--- src/rtl/mesh_pkg.sv ---
// Shared helpers for the mesh N-lane serializer: width functions and drain-state encoding.
package mesh_pkg;

  typedef enum logic {
    FRESH   = 1'b0,
    PARTIAL = 1'b1
  } drain_state_t;

  // Coordinate width, never narrower than one bit even for a single row/column.
  function automatic int clog2_min1(input int n);
    return (n <= 1) ? 1 : $clog2(n);
  endfunction

  // Width of one packed lane record {valid, dst_x, dst_y, payload}.
  function automatic int lane_rec_w(input int w, input int xw, input int yw);
    return 1 + xw + yw + w;
  endfunction

endpackage

--- src/rtl/mesh_multi_fifo_lane_pick.sv ---
// Combinational lane picker: first set bit of mask at or after start, wrapping.
module mesh_lane_pick #(
  parameter  int LANES = 4,
  localparam int LW    = $clog2(LANES)
) (
  input  logic [LANES-1:0] mask,
  input  logic [LW-1:0]    start,
  output logic [LANES-1:0] onehot,
  output logic [LW-1:0]    index,
  output logic             any
);

  always_comb begin
    int k;
    k      = 0;
    onehot = '0;
    index  = '0;
    any    = 1'b0;
    for (int i = 0; i < LANES; i++) begin
      k = (int'(start) + i) % LANES;
      if (!any && mask[k]) begin
        any       = 1'b1;
        index     = LW'(k);
        onehot[k] = 1'b1;
      end
    end
  end

endmodule

--- src/rtl/mesh_multi_fifo.sv ---
// Buffered N-lane to 1-lane serializer toward the mesh router.
// Optional round-robin drain order enabled by defining MESH_MULTI_FIFO_RR_EN.
module mesh_multi_fifo
  import mesh_pkg::*;
#(
  parameter  int W      = 8,
  parameter  int X_SIZE = 4,
  parameter  int Y_SIZE = 4,
  parameter  int LANES  = 4,
  parameter  int DEPTH  = 4,
  localparam int XW     = clog2_min1(X_SIZE),
  localparam int YW     = clog2_min1(Y_SIZE),
  localparam int LW     = $clog2(LANES),
  localparam int CW     = $clog2(DEPTH) + 1
) (
  input  logic               clk,
  input  logic               rst_n,
  input  logic [LANES-1:0]   i_valid,
  input  logic [LANES*XW-1:0] i_dst_x,
  input  logic [LANES*YW-1:0] i_dst_y,
  input  logic [LANES*W-1:0] i_payload,
  output logic               i_ready,
  output logic               o_valid,
  output logic [XW-1:0]      o_dst_x,
  output logic [YW-1:0]      o_dst_y,
  output logic [W-1:0]       o_payload,
  output logic [LW-1:0]      o_lane,
  output logic               o_last,
  input  logic               o_ready,
  output logic [CW-1:0]      o_count
);

  localparam int REC_W = lane_rec_w(W, XW, YW);
  localparam int AW    = $clog2(DEPTH);

  logic [LANES*REC_W-1:0] mem [DEPTH];
  logic [AW-1:0]          rd_ptr, wr_ptr;
  logic [CW-1:0]          count;
  logic [LANES-1:0]       pend_mask;
  drain_state_t           state;

  logic [LANES*REC_W-1:0] wr_entry, head;
  logic [LANES-1:0]       head_mask, live, onehot;
  logic [LW-1:0]          idx, start;
  logic                   any, show, push, hs, pop;
  logic [REC_W-2:0]       sel_data;

  always_comb begin
    wr_entry = '0;
    for (int k = 0; k < LANES; k++) begin
      wr_entry[k*REC_W +: REC_W] = {i_valid[k], i_dst_x[k*XW +: XW],
                                    i_dst_y[k*YW +: YW], i_payload[k*W +: W]};
    end
  end

  assign head = mem[rd_ptr];

  always_comb begin
    head_mask = '0;
    for (int k = 0; k < LANES; k++) begin
      head_mask[k] = head[k*REC_W + REC_W - 1];
    end
  end

  // A fresh head drains from its stored mask; a partly drained one from the pending register.
  assign live = (state == FRESH) ? head_mask : pend_mask;

  mesh_lane_pick #(.LANES(LANES)) u_pick (
    .mask   (live),
    .start  (start),
    .onehot (onehot),
    .index  (idx),
    .any    (any)
  );

  assign sel_data  = head[idx*REC_W +: REC_W-1];
  assign o_valid   = (count != '0);
  assign show      = o_valid && any;
  assign o_payload = show ? sel_data[W-1:0]       : '0;
  assign o_dst_y   = show ? sel_data[W +: YW]     : '0;
  assign o_dst_x   = show ? sel_data[W+YW +: XW]  : '0;
  assign o_lane    = show ? idx                   : '0;
  assign o_last    = show && ((live & ~onehot) == '0);
  assign o_count   = count;

  // Space is judged from the registered count only, so a pop never admits a beat in the same cycle.
  assign i_ready = (count < CW'(DEPTH));
  assign push    = (|i_valid) && i_ready;
  assign hs      = o_valid && o_ready;
  assign pop     = hs && o_last;

  always_ff @(posedge clk) begin
    if (push) mem[wr_ptr] <= wr_entry;
  end

  always_ff @(posedge clk or negedge rst_n) begin
    if (!rst_n) begin
      wr_ptr    <= '0;
      rd_ptr    <= '0;
      count     <= '0;
      pend_mask <= '0;
      state     <= FRESH;
    end else begin
      if (push) wr_ptr <= wr_ptr + 1'b1;
      if (pop)  rd_ptr <= rd_ptr + 1'b1;
      case ({push, pop})
        2'b10:   count <= count + 1'b1;
        2'b01:   count <= count - 1'b1;
        default: count <= count;
      endcase
      if (hs) begin
        if (o_last) begin
          state     <= FRESH;
          pend_mask <= '0;
        end else begin
          state     <= PARTIAL;
          pend_mask <= live & ~onehot;
        end
      end
    end
  end

`ifdef MESH_MULTI_FIFO_RR_EN
  logic [LW-1:0] rr_ptr;

  always_ff @(posedge clk or negedge rst_n) begin
    if (!rst_n) begin
      rr_ptr <= '0;
    end else if (hs) begin
      rr_ptr <= (idx == LW'(LANES - 1)) ? '0 : idx + 1'b1;
    end
  end

  assign start = rr_ptr;
`else
  assign start = '0;
`endif

endmodule

--- config.mk ---
export PLATFORM = sky130hd
export DESIGN_NAME = mesh_multi_fifo
export DESIGN_NICKNAME = d
export VERILOG_FILES = /design/src/rtl/mesh_pkg.sv /design/src/rtl/mesh_multi_fifo_lane_pick.sv /design/src/rtl/mesh_multi_fifo.sv
export SDC_FILE = /design/constraint.sdc
export NUM_CORES = 1
export LEC_CHECK = 0
export CAP_MARGIN = 20
export CORE_MARGIN = 5
export CORE_UTILIZATION = 50
export DETAILED_ROUTE_END_ITERATION = 10
export GPL_ROUTABILITY_DRIVEN = 1
export PLACE_DENSITY = 0.71
export REMOVE_ABC_BUFFERS = 1
export SETUP_SLACK_MARGIN = 0.05
export SYNTH_ARGS = -nofsm -noshare
export SYNTH_HDL_FRONTEND = slang
export SYNTH_SLANG_ARGS = --single-unit
--- constraint.sdc ---
create_clock -name clk -period 5.7 [get_ports clk]
set_input_delay 1.14 -clock clk [delete_from_list [all_inputs] [get_ports clk]]
set_output_delay 1.14 -clock clk [all_outputs]
set_load 0.02 [all_outputs]
Yosys cells after proc, flatten, opt, wreduce, memory -nomap -nowiden:

Memory sizes are Yosys's and may differ from the RTL's.
Index checks and enable logic that the tools add are counted.
Widths: inputs -> output; s select.

* word-level logic and storage cells: 53
* bits in registers: 12
* input port bits: 55
* bits in writable memories: 208
* output and inout bits: 20
* memories: 1

* reductions and logical operators: 15
* $lt $le $gt $ge: 1
* bitwise logic cells: 2
* multipliers: 1
* equal/unequal tests: 2
* shifts and indexed selects: 1
* add/sub/neg operators: 4
* muxes and demuxes: 21

Memories
* mem: words 4, bits a word 52, rd ports 1, clocked after memory_dff 0, wr ports 1, line mesh_multi_fifo.sv:36 `logic [LANES*REC_W-1:0] mem [DEPTH];`

Operators by type and width (count)
* $shiftx 52x7->12: 1
* $mux 2: 6
* $mux 4: 3
* $mux 1: 9
* $logic_and 1x1->1: 8
* $mux 8: 1
* $mul 2x4->6 const B: 1
* $pmux 3 s2: 1
* $add 2x1->2 const B: 2
* $and 4x4->4: 1
* $logic_not 4->1: 1
* $not 4->4: 1
* $reduce_or 4->1: 1
* $add 3x1->3 const B: 1
* $logic_not 1->1: 3
* $lt 3x3->1 const B: 1
* $mux 3: 1
* $reduce_bool 3->1: 1
* $sub 3x1->3 const B: 1
* $eq 2x1->1 const B: 1
* $eq 2x2->1 const B: 1
* $reduce_bool 2->1: 1

Logic depth before layout (Yosys ltp):

An unclocked memory read counts as a cell.

* word-level depth: 19
* gate-level depth with buffers: 15

Modules after synthesis:

A second synthesis with hierarchy kept.

* cell total of the unflattened synthesis: 435
* area total of the unflattened synthesis: 9052.4 sq um

Modules (own cells, without submodules)
* mesh_multi_fifo: area an instance 8633.3 sq um, instances 1, cells an instance 390
* mesh_lane_pick: area an instance 419.2 sq um, instances 1, cells an instance 45

Worst setup path before layout:

OpenSTA, ideal clock, no wires.

* kind: reg-to-output
* start: reg rd_ptr[0]
* end: out o_dst_x[1]
* buffers on the path: 3
* required time: 4560 ps
* slack: 2308 ps
* arrival time: 2252 ps
* stages on the path, launching flop included: 10
* path through: dfrtp_1 buf_6 mux4_2 mux2_4 nor2_4 a21boi_2 buf_6 buf_12 mux2i_1 o22ai_1

* cells in the longest elaborated chain, start to end: 15
* elaborated cells on any way between the ends: 19
* those cells by class: 1 x mul; 1 x shift; 9 x mux; 7 x reduce/logical; 1 x memory

RTL lines
* start: declaration: line mesh_multi_fifo.sv:37 `logic [AW-1:0] rd_ptr, wr_ptr;`
* start signal: assignment: line mesh_multi_fifo.sv:105 `if (pop) rd_ptr <= rd_ptr + 1'b1;`
* $mem_v2 4x52 (*)
* $mux 4: line mesh_multi_fifo.sv:66 `assign live = (state == FRESH) ? head_mask : pend_mask;`
* $mux 1: line mesh_multi_fifo_lane_pick.sv:21 `if (!any && mask[k]) begin`
* $logic_not 1->1: line mesh_multi_fifo_lane_pick.sv:21
* $logic_and 1x1->1: line mesh_multi_fifo_lane_pick.sv:21
* $mux 1: line mesh_multi_fifo_lane_pick.sv:21
* $logic_not 1->1: line mesh_multi_fifo_lane_pick.sv:21
* $logic_and 1x1->1: line mesh_multi_fifo_lane_pick.sv:21
* $mux 1: line mesh_multi_fifo_lane_pick.sv:21
* $logic_not 1->1: line mesh_multi_fifo_lane_pick.sv:21
* $logic_and 1x1->1: line mesh_multi_fifo_lane_pick.sv:21
* $mux 2: line mesh_multi_fifo_lane_pick.sv:21
* $mul 2x4->6: line mesh_multi_fifo.sv:76 `assign sel_data = head[idx*REC_W +: REC_W-1];`
* $shiftx 52x7->12: line mesh_multi_fifo.sv:76
* $mux 2 (*): line mesh_multi_fifo.sv:81 `assign o_dst_x = show ? sel_data[W+YW +: XW] : '0;`
* end: declaration: line mesh_multi_fifo.sv:24 `output logic [XW-1:0] o_dst_x,`

Every way passes the cells marked *; elsewhere a longest branch is shown, timed or not.

Worst setup path after layout:

* start: reg rd_ptr[0]
* end: out o_payload[4]

* cells in the longest elaborated chain, start to end: 15
* elaborated cells on any way between the ends: 19
* those cells by class: 1 x mul; 1 x shift; 9 x mux; 7 x reduce/logical; 1 x memory

RTL lines
* $mem_v2 4x52 (*)
* $mux 4: line mesh_multi_fifo.sv:66
* $mux 1: line mesh_multi_fifo_lane_pick.sv:21
* $logic_not 1->1: line mesh_multi_fifo_lane_pick.sv:21
* $logic_and 1x1->1: line mesh_multi_fifo_lane_pick.sv:21
* $mux 1: line mesh_multi_fifo_lane_pick.sv:21
* $logic_not 1->1: line mesh_multi_fifo_lane_pick.sv:21
* $logic_and 1x1->1: line mesh_multi_fifo_lane_pick.sv:21
* $mux 1: line mesh_multi_fifo_lane_pick.sv:21
* $logic_not 1->1: line mesh_multi_fifo_lane_pick.sv:21
* $logic_and 1x1->1: line mesh_multi_fifo_lane_pick.sv:21
* $mux 2: line mesh_multi_fifo_lane_pick.sv:21
* $mul 2x4->6: line mesh_multi_fifo.sv:76
* $shiftx 52x7->12: line mesh_multi_fifo.sv:76
* $mux 8 (*): line mesh_multi_fifo.sv:79 `assign o_payload = show ? sel_data[W-1:0] : '0;`
* end: declaration: line mesh_multi_fifo.sv:26 `output logic [W-1:0] o_payload,`

Marked as above.

==> impl_metrics.ini <==
[run_status]
outcome = completed

[floorplan]
rows = 48
die_y_um = 142
die_w_um = 142
die-area_um2 = 20100
io-pin-count = 75
initial_utilization = 0.505
design.core.area_um2 = 17200

[sta]
fin_tns_setup_ns = 0
rsz0062_at_grt = false
tightest_slew_ns = 0.795
holdWs_ns = 0.498
min_period_over_period = 0.923
fmax_ghz = 0.190
finClkSkew_ns = 0.0123
maxSlewViolCount = 0
slew_headroom = 0.470
period_needed_ns = 5.26
hold_viol = 0
setup_viol = 0

[setup_path]
cp.required_ns = 4.56
critPathMaxFanout = 26
worstSetupPathType = reg -> out
crit_chain = mux4_2, mux2_4, nor2_4, a21boi_4, buf_4, mux2i_1, o22ai_2, clkdlybuf4s50_1
arrival_ns = 4.12
cp-start-kind = flip-flop
endpoint_kind = output port
worst_path_largest_cell_delay_ns = 0.73
slowest_stage = dfrtp_4

[placed_design]
dp_hpwl_mm = 9.76
port_buffers = 74
place_area_um2 = 9670
place.gp.congestion = 0.837

[routing]
vias = 4140
first_pass_iters = 6
drt-vias-per-instance = 5.63
drc = 0
wirelength_mm = 15.5
drtAntennaViolNets = 0
wire_per_inst_um = 21.1
drt-initial-drc-count = 239

[finish]
final_cell_mix = edfxtp_1 (208), clkdlybuf4s50_1 (74), mux4_2 (48)
antenna_cells = 0
final_cell_area_um2 = 10300
fillers = 1252
utilization = 0.600
layout-drive-gt1-share = 0.206
area_growth_pct = 19.0
fin_nets = 558
layout_commonest_cell = edfxtp_1

[power_and_ir_drop]
fin_total_pwr_w = 0.00419
p_per_area_nw_per_um2 = 406
p_leak_nw = 3.33
peakVddDrop_mv = 0.300

[grt]
antenna_found_initial = 0
grt_pass1_wl_mm = 24.8
grt-ovfl-total = 0
grt_usage = 0.159
grt_pass1_vias = 4475
grt_max_degree = 36

[logic_synthesis]
syn_inst = 406
avgSynthCellArea_um2 = 21.4
synth_cell_types = 45
synth-warning-count = 0
seq_area_frac_synth = 0.752
syn-cell-area_um2 = 8670
synth.ff_latch_count = 219

[min_path]
hold_class = reg -> reg

[cts]
cts_made_buffers = 22
cts_max_level = 1
worstSkewPairLatency_ns = 0.50
cts-resized-gates = 0
postCtsSetupBuffers = 0
cts.clk_slew.worst_paths_ns = 0.06
root_buffer = clkbuf_16
hold_buffers = 0
cts_max_path_buffers = 3
cts_tree = done
clkSinkCount = 219

[flow_run]
cap_violations = 0
logic make-up (layout without fill, tap and decap cells):
logic type | after synthesis | in the layout | synth area share
AO/OA/AOI/OAI | 35 | 35 | 0.0344
AND/OR/NAND/NOR | 31 | 31 | 0.0182
multiplexers | 78 | 78 | 0.160
adder cells (fa/ha/maj) | 6 | 6 | 0.00953
XOR/XNOR | 7 | 7 | 0.00707
flip-flops | 219 | 219 | 0.752
buffers and inverters | 30 | 134 | 0.0186
final cells by class:
class,count,area [um2],share of cell area
multi-input combinational,157,2000,0.194
sequential,219,6530,0.633
inverter,12,45.0,0.00437
clock buffer,30,602,0.0584
tap,225,282,0.0273
timing repair buffer,85,823,0.0798
clock inverter,7,35.0,0.00340
Yosys cell counts, drive strengths merged:
cell    instances  area [um2]
a211o           1        8.76
a211oi          3        22.5
a21boi          2        18.8
a21o            1        7.51
a21oi           2        10.0
a221oi          2        17.5
a22oi           2        15.0
a31oi           1        6.26
and2            6        37.5
buf             8        78.8
clkbuf         10        37.5
clkinv          1        3.75
dfrtp          11         275
edfxtp        208        6250
fa              1        20.0
ha              5        62.6
inv            11        41.3
mux2            1        15.0
mux2i          29         290
mux4           48        1080
nand2           9        33.8
nand3           1        5.00
nor2            8        37.5
nor2b           3        18.8
nor3            1        5.00
nor3b           1        7.51
nor4            1        6.26
o211a           1        10.0
o21a            1        7.51
o21ai           5        25.0
o22ai          11         125
o31a            1        8.76
o31ai           2        15.0
or2             1        6.26
xnor2           6        52.6
xor2            1        8.76
worst max-delay path: cells and delay by family (launching register included):
kind / cells / cell delay (ns)
compound gates: 2 / 0.77
buf+inv: 2 / 0.97
flops: 1 / 0.73
mux: 3 / 0.99
simple gates: 1 / 0.15
flip-flops by register name, indices dropped and copies added (netlist names):
signal	count
mem	208
o_count	3
pend_mask	3
rd_ptr	2
wr_ptr	2
state	1
power by group:
group	total [W]	internal (W)	leakage [nW]	switching [W]
Combinational	0.000605	0.000215	0.977	0.000391
Sequential	0.00230	0.00221	2.04	0.0000886
Clock	0.00128	0.000735	0.312	0.000544
Total	0.00419	0.00316	3.33	0.00102
metal layers:
metal / wire [um] / part of all wire / GRT usage / vias to the layer above
met4: 316 / 0.020 / 0.0439 / 0
met2: 7550 / 0.49 / 0.259 / 110
met5: 0 / 0 / 0 / -
met3: 956 / 0.062 / 0.0337 / 23
li1: - / - / - / 1855
met1: 6700 / 0.43 / 0.223 / 2152
final timing paths:
kind                              start  cells after the start  slack (ns)      endpoint
min reg2reg                pend_mask[3]                      1        0.50  pend_mask[3]
max                           rd_ptr[0]                      8        0.44  o_payload[4]
max in group asynchronous         rst_n                      1        4.34     rd_ptr[0]
min in group asynchronous         rst_n                      1        0.98     wr_ptr[0]
max reg2reg                   rd_ptr[0]                     14        2.13    o_count[2]
min                        pend_mask[3]                      1        0.50  pend_mask[3]
per-stage QoR:
stage	worst slack [ns]	std cells
after floorplan	-0.336	388
final	0.442	735
after global placement	0.946	698
after detailed placement	0.947	698
after CTS	0.393	735
after global routing	0.248	735
(Power assumes the default switching activity.)
